<file path="src/rtl/cp0_ext.sv">
// System-control coprocessor: Status/Cause/EPC/BadVAddr/Count/Compare,
// timer interrupt, synchronised hardware IRQ lines and a 3-level KU/IE stack.
module cp0_ext #(
    parameter int unsigned NUM_IRQ   = 5,
    parameter int unsigned COUNT_DIV = 2
) (
    input  logic               clk,
    input  logic               reset,
    input  logic               pause,
    input  logic               mtc0_wen,
    input  logic [4:0]         mtc0_addr,
    input  logic [31:0]        mtc0_data,
    input  logic [4:0]         mfc0_addr,
    output logic [31:0]        mfc0_data,
    input  logic               exc_req,
    input  logic [4:0]         exc_code,
    input  logic [31:0]        exc_pc,
    input  logic               exc_bd,
    input  logic               exc_badva_valid,
    input  logic [31:0]        exc_badva,
    input  logic               eret,
    input  logic [NUM_IRQ-1:0] irq_in,
    output logic               int_req,
    output logic [31:0]        status_out,
    output logic [31:0]        epc_out
);

    localparam logic [4:0] REG_BADVA   = 5'd8;
    localparam logic [4:0] REG_COUNT   = 5'd9;
    localparam logic [4:0] REG_COMPARE = 5'd11;
    localparam logic [4:0] REG_STATUS  = 5'd12;
    localparam logic [4:0] REG_CAUSE   = 5'd13;
    localparam logic [4:0] REG_EPC     = 5'd14;

    localparam logic [4:0] PRESC_LAST  = 5'(COUNT_DIV - 1);

    logic [7:0]         im_q,      im_d;
    logic [5:0]         mode_q,    mode_d;
    logic               bd_q,      bd_d;
    logic               ti_q,      ti_d;
    logic [1:0]         sw_q,      sw_d;
    logic [4:0]         exccode_q, exccode_d;
    logic [31:0]        epc_q,     epc_d;
    logic [31:0]        badva_q,   badva_d;
    logic [31:0]        count_q,   count_d;
    logic [31:0]        compare_q, compare_d;
    logic [4:0]         presc_q,   presc_d;
    logic [NUM_IRQ-1:0] sync1_q,   sync2_q;

    logic        wr_ok, wr_count, wr_compare, wr_status, wr_cause, wr_epc;
    logic        exc_take, eret_take;
    logic        presc_wrap;
    logic [31:0] count_inc;
    logic [4:0]  ip_hw;
    logic [7:0]  ip;
    logic [31:0] status_val, cause_val;

    assign wr_ok      = mtc0_wen & ~pause;
    assign wr_count   = wr_ok && (mtc0_addr == REG_COUNT);
    assign wr_compare = wr_ok && (mtc0_addr == REG_COMPARE);
    assign wr_status  = wr_ok && (mtc0_addr == REG_STATUS);
    assign wr_cause   = wr_ok && (mtc0_addr == REG_CAUSE);
    assign wr_epc     = wr_ok && (mtc0_addr == REG_EPC);

    assign exc_take   = exc_req & ~pause;
    assign eret_take  = eret & ~exc_req & ~pause;

    assign presc_wrap = (presc_q == PRESC_LAST);
    assign count_inc  = count_q + 32'd1;

    // Timer keeps running through pause; only MTC0 is gated by it.
    always_comb begin
        count_d = count_q;
        presc_d = presc_q;
        ti_d    = ti_q;
        if (wr_count) begin
            count_d = mtc0_data;
            presc_d = '0;
        end else if (presc_wrap) begin
            count_d = count_inc;
            presc_d = '0;
        end else begin
            presc_d = presc_q + 5'd1;
        end
        if (wr_compare) begin
            ti_d = 1'b0;
        end else if (presc_wrap && !wr_count && (count_inc == compare_q)) begin
            ti_d = 1'b1;
        end
    end

    always_comb begin
        compare_d = compare_q;
        im_d      = im_q;
        mode_d    = mode_q;
        sw_d      = sw_q;
        epc_d     = epc_q;
        bd_d      = bd_q;
        exccode_d = exccode_q;
        badva_d   = badva_q;

        if (wr_compare) compare_d = mtc0_data;
        if (wr_status) begin
            im_d   = mtc0_data[15:8];
            mode_d = mtc0_data[5:0];
        end
        if (wr_cause) sw_d = mtc0_data[9:8];
        if (wr_epc)   epc_d = mtc0_data;

        // Exception entry wins over an MTC0 to the same field.
        if (exc_take) begin
            mode_d    = {mode_q[3:0], 2'b00};
            epc_d     = exc_bd ? (exc_pc - 32'd4) : exc_pc;
            bd_d      = exc_bd;
            exccode_d = exc_code;
            if (exc_badva_valid) badva_d = exc_badva;
        end else if (eret_take) begin
            mode_d = {mode_q[5:4], mode_q[5:2]};
        end
    end

    always_ff @(posedge clk or posedge reset) begin
        if (reset) begin
            im_q      <= '0;
            mode_q    <= '0;
            bd_q      <= 1'b0;
            ti_q      <= 1'b0;
            sw_q      <= '0;
            exccode_q <= '0;
            epc_q     <= '0;
            badva_q   <= '0;
            count_q   <= '0;
            compare_q <= '0;
            presc_q   <= '0;
            sync1_q   <= '0;
            sync2_q   <= '0;
        end else begin
            im_q      <= im_d;
            mode_q    <= mode_d;
            bd_q      <= bd_d;
            ti_q      <= ti_d;
            sw_q      <= sw_d;
            exccode_q <= exccode_d;
            epc_q     <= epc_d;
            badva_q   <= badva_d;
            count_q   <= count_d;
            compare_q <= compare_d;
            presc_q   <= presc_d;
            sync1_q   <= irq_in;
            sync2_q   <= sync1_q;
        end
    end

    always_comb begin
        ip_hw              = '0;
        ip_hw[NUM_IRQ-1:0] = sync2_q;
    end

    assign ip         = {ti_q, ip_hw, sw_q};
    assign status_val = {16'b0, im_q, 2'b00, mode_q};
    assign cause_val  = {bd_q, ti_q, 14'b0, ip, 1'b0, exccode_q, 2'b00};

    always_comb begin
        case (mfc0_addr)
            REG_BADVA:   mfc0_data = badva_q;
            REG_COUNT:   mfc0_data = count_q;
            REG_COMPARE: mfc0_data = compare_q;
            REG_STATUS:  mfc0_data = status_val;
            REG_CAUSE:   mfc0_data = cause_val;
            REG_EPC:     mfc0_data = epc_q;
            default:     mfc0_data = '0;
        endcase
    end

    assign int_req    = mode_q[0] & (|(ip & im_q));
    assign status_out = status_val;
    assign epc_out    = epc_q;

endmodule
</file>
<file path="config.mk">
export PLATFORM = sky130hd
export DESIGN_NAME = cp0_ext
export DESIGN_NICKNAME = d
export VERILOG_FILES = /design/src/rtl/cp0_ext.sv
export SDC_FILE = /design/constraint.sdc
export NUM_CORES = 1
export LEC_CHECK = 0
export CELL_PAD_IN_SITES_DETAIL_PLACEMENT = 0
export CELL_PAD_IN_SITES_GLOBAL_PLACEMENT = 1
export CORE_UTILIZATION = 42
export DETAILED_ROUTE_END_ITERATION = 7
export PLACE_DENSITY_LB_ADDON = 0.1
export SYNTH_ARGS = -nofsm -noshare
export SYNTH_HDL_FRONTEND = slang
export SYNTH_SLANG_ARGS = --single-unit
</file>
<file path="constraint.sdc">
create_clock -name clk -period 9.75 [get_ports clk]
set_clock_uncertainty 0.05 [all_clocks]
set_input_delay 0.975 -clock clk [delete_from_list [all_inputs] [get_ports clk]]
set_output_delay 0.975 -clock clk [all_outputs]
set_load 0.05 [all_outputs]
</file>
==> results_dict.tcl <==
set metrics [dict create \
    status "completed" \
    clockBufferDepth 2 \
    rsz0062_at_grt "false" \
    grt_pass1_vias 7999 \
    ys_seq_elements 166 \
    die_h_um 154 \
    crit_path_frequent_cell "clkdlybuf4s50_1" \
    antenna_cells 0 \
    gr-usage-met1_pct 38.8 \
    reg2reg_to "ti_q" \
    setup-violations-final 0 \
    drt-wirelength-per-cell_um 21.6 \
    drc_errors 0 \
    design.die.area_mm2 0.0236 \
    coreArea_mm2 0.0226 \
    track_usage_pct 26.8 \
    io-pin-count 221 \
    synth-compound-area-share_pct 13.0 \
    syn_inst 970 \
    synth_flop_cell "dfrtp_1" \
    grt_pass1_wl_um 47900 \
    ant_nets 0 \
    fillCellCount 2023 \
    finalInstanceArea_mm2 0.0125 \
    hold_depth 0 \
    synth_mux_area_share_pct 12.7 \
    vdd_ir_drop_max_v 0.0000962 \
    placedInstanceArea_mm2 0.0119 \
    multi_input_area_mm2 0.00517 \
    max_slew.worst_pin.slew_ns 1.09 \
    drt-total-wl_um 31100 \
    drive_gt1_share_pct 13.8 \
    synthSimpleGateAreaFrac_pct 16.2 \
    io_buffers 202 \
    max_freq_mhz 214 \
    drt_iter0_markers 532 \
    cp-start-kind "input pin" \
    crit_fanout 32 \
    leakage_nw 5.10 \
    ys_types 70 \
    async_reset_ff_share_pct 100 \
    grt_use_met3_pct 4.93 \
    period_share_pct 47.9 \
    register_area_mm2 0.00415 \
    grt_util_met2_pct 41.4 \
    min_to "ip_hw[0]" \
    max_stage_delay_ns 0.81 \
    timing.hold.ws_ns 0.300 \
    slowest_stage "clkdlybuf4s50_1" \
    worst_slack_ns 5.08 \
    p_total_mw 2.36 \
    clock-sinks 166 \
    worstReg2RegStart "count_q[0]" \
    reg2reg_depth 8 \
    crit_buf_inv 4 \
    vias 8066 \
    rows 55 \
    clk_latency_ns 0.43 \
    end_kind "output pin" \
    reg2reg_slack_ns 6.50 \
    mostFrequentLayoutCells "clkdlybuf4s50_1, dfrtp_1, nand2_1, mux2_2, o21ai_0" \
    grt_max_degree 92 \
    antenna_found_initial 0 \
    synth_fa_ha_area_share_pct 0.518 \
    yosysWarnings 0 \
    gp_congestion 0.834 \
    dp_hpwl_um 22200 \
    crit_chain "clkdlybuf4s50_1 > inv_1 > or3_1 > nor2_2 > buf_4 > a22oi_1 > nand3_1 > clkdlybuf4s50_1" \
    vias_per_cell 5.61 \
    start_util_pct 42.8 \
    cts_hold_buf 0 \
    cts_buffers 17 \
    drv_cap 0 \
    hp-class "register to register" \
    path_delay_family "buffers and inverters" \
    required_ns 8.73 \
    cp.arrival_ns 3.64 \
    die_x_um 154 \
    setup_tns_ns 0 \
    cts_max_level 4 \
    clkTransAtPathRegs_ns 0.07 \
    dr.pass1.iters 5 \
    nets 1268 \
    place_ws_ns 5.11 \
    grt-busiest-layer "met2" \
    cts_resized 0 \
    worstSetupPathType "input pin to output pin" \
    synth_top_family_by_area "simple AND/OR/NAND/NOR gates" \
    max_slew_margin_pct 27.0 \
    layout_min_cycle_time_ns 4.67 \
    synth-edff-count 0 \
    hold_violations 0 \
    synth-xor-area-share_pct 9.97 \
    cts_setup_buffers 0 \
    min_from "sync1_q[0]" \
    syn2layout_area_growth_pct 29.0 \
    syn_area_per_cell_um2 9.96 \
    cts_root_buf "clkbuf_16" \
    cts_tree "done" \
    synth_area_mm2 0.00966 \
    ys_seq_area_share_pct 43.0 \
    drv_slew 0 \
    p_per_area_mw_per_mm2 189 \
    final_common_cell "clkdlybuf4s50_1" \
    overflow 0 \
]
state kept, by name (all words and copies together), names as in the netlist:
| signal | count |
|---|---|
| sync1_q | 5 |
| im_q | 8 |
| mode_q | 6 |
| count_q | 32 |
| epc_out | 32 |
| badva_q | 32 |
| ti_q | 1 |
| exccode_q | 5 |
| ip_hw | 5 |
| compare_q | 32 |
| presc_q | 5 |
| sw_q | 2 |
| bd_q | 1 |
Yosys cell counts, types with 12 or more instances:
master	n	share of area (%)
a221o_1	15	1.6
a22o_1	15	1.4
a22oi_1	46	3.6
buf_1	13	0.51
buf_2	12	0.62
buf_4	21	1.6
clkbuf_1	34	1.3
dfrtp_1	166	43
mux2_2	81	9.4
mux2i_1	31	3.2
nand2_1	133	5.2
nand3_1	27	1.4
nand4_1	17	1.1
nor2_1	39	1.5
nor3_1	28	1.5
o21ai_0	66	3.4
xnor2_1	59	5.3
xor2_1	51	4.6
kinds of logic (layout without fill, tap and decap cells):
| group | count (synthesis) | count (layout) |
|---|---|---|
| AO/OA/AOI/OAI | 181 | 181 |
| buffers and inverters | 92 | 258 |
| multiplexers | 112 | 112 |
| flip-flops | 166 | 166 |
| other | 1 | 18 |
| AND/OR/NAND/NOR | 304 | 304 |
| XOR/XNOR | 110 | 110 |
| adder cells (fa/ha/maj) | 4 | 4 |
where the power goes:
group | internal (mW) | switching (mW)
Combinational | 0.283 | 0.364
Clock | 0.411 | 0.300
Sequential | 0.808 | 0.191
Total | 1.50 | 0.855
stage by stage:
step,util [%],cells
after CTS,55.2,1438
after floorplan,-,987
final,55.2,1438
after global placement,52.5,1406
after global routing,55.2,1438
after detailed placement,52.5,1406
per-layer routing:
| layer | share of wire [%] | routed length [um] | up-vias |
|---|---|---|---|
| li1 | - | - | 3800 |
| met1 | 49 | 15100 | 3992 |
| met2 | 46 | 14200 | 244 |
| met3 | 4.5 | 1390 | 30 |
| met4 | 1.3 | 412 | 0 |
| met5 | 0 | 0 | - |
worst register-to-register path: stages (launching register included):
cell	delay, ns
dfrtp_1	0.54
ha_1	0.40
nand3_2	0.26
nor4_4	0.54
nand3_2	0.18
or4_4	0.58
a2111oi_4	0.30
nand4_1	0.14
o31ai_2	0.19
how the worst max path moves through the flow:
stage	slack [ns]	from	end	depth (start not counted)
after CTS	5.11	mfc0_addr[2]	mfc0_data[8]	8
after global placement	5.18	mfc0_addr[2]	mfc0_data[6]	8
after detailed placement	5.11	mfc0_addr[2]	mfc0_data[8]	8
after floorplan	4.23	reset	badva_q[0]	1
final	5.08	mfc0_addr[2]	mfc0_data[11]	8
after global routing	4.98	mfc0_addr[2]	mfc0_data[11]	8
layout make-up:
class	count	share of cell area, %
Clock buffer	18	3.44
Tap cell	285	2.86
Multi-Input combinational cell	729	41.5
Inverter	10	0.341
Clock inverter	14	1.50
Sequential cell	166	33.3
Timing Repair Buffer	216	17.1
(Power assumes the default switching activity.)
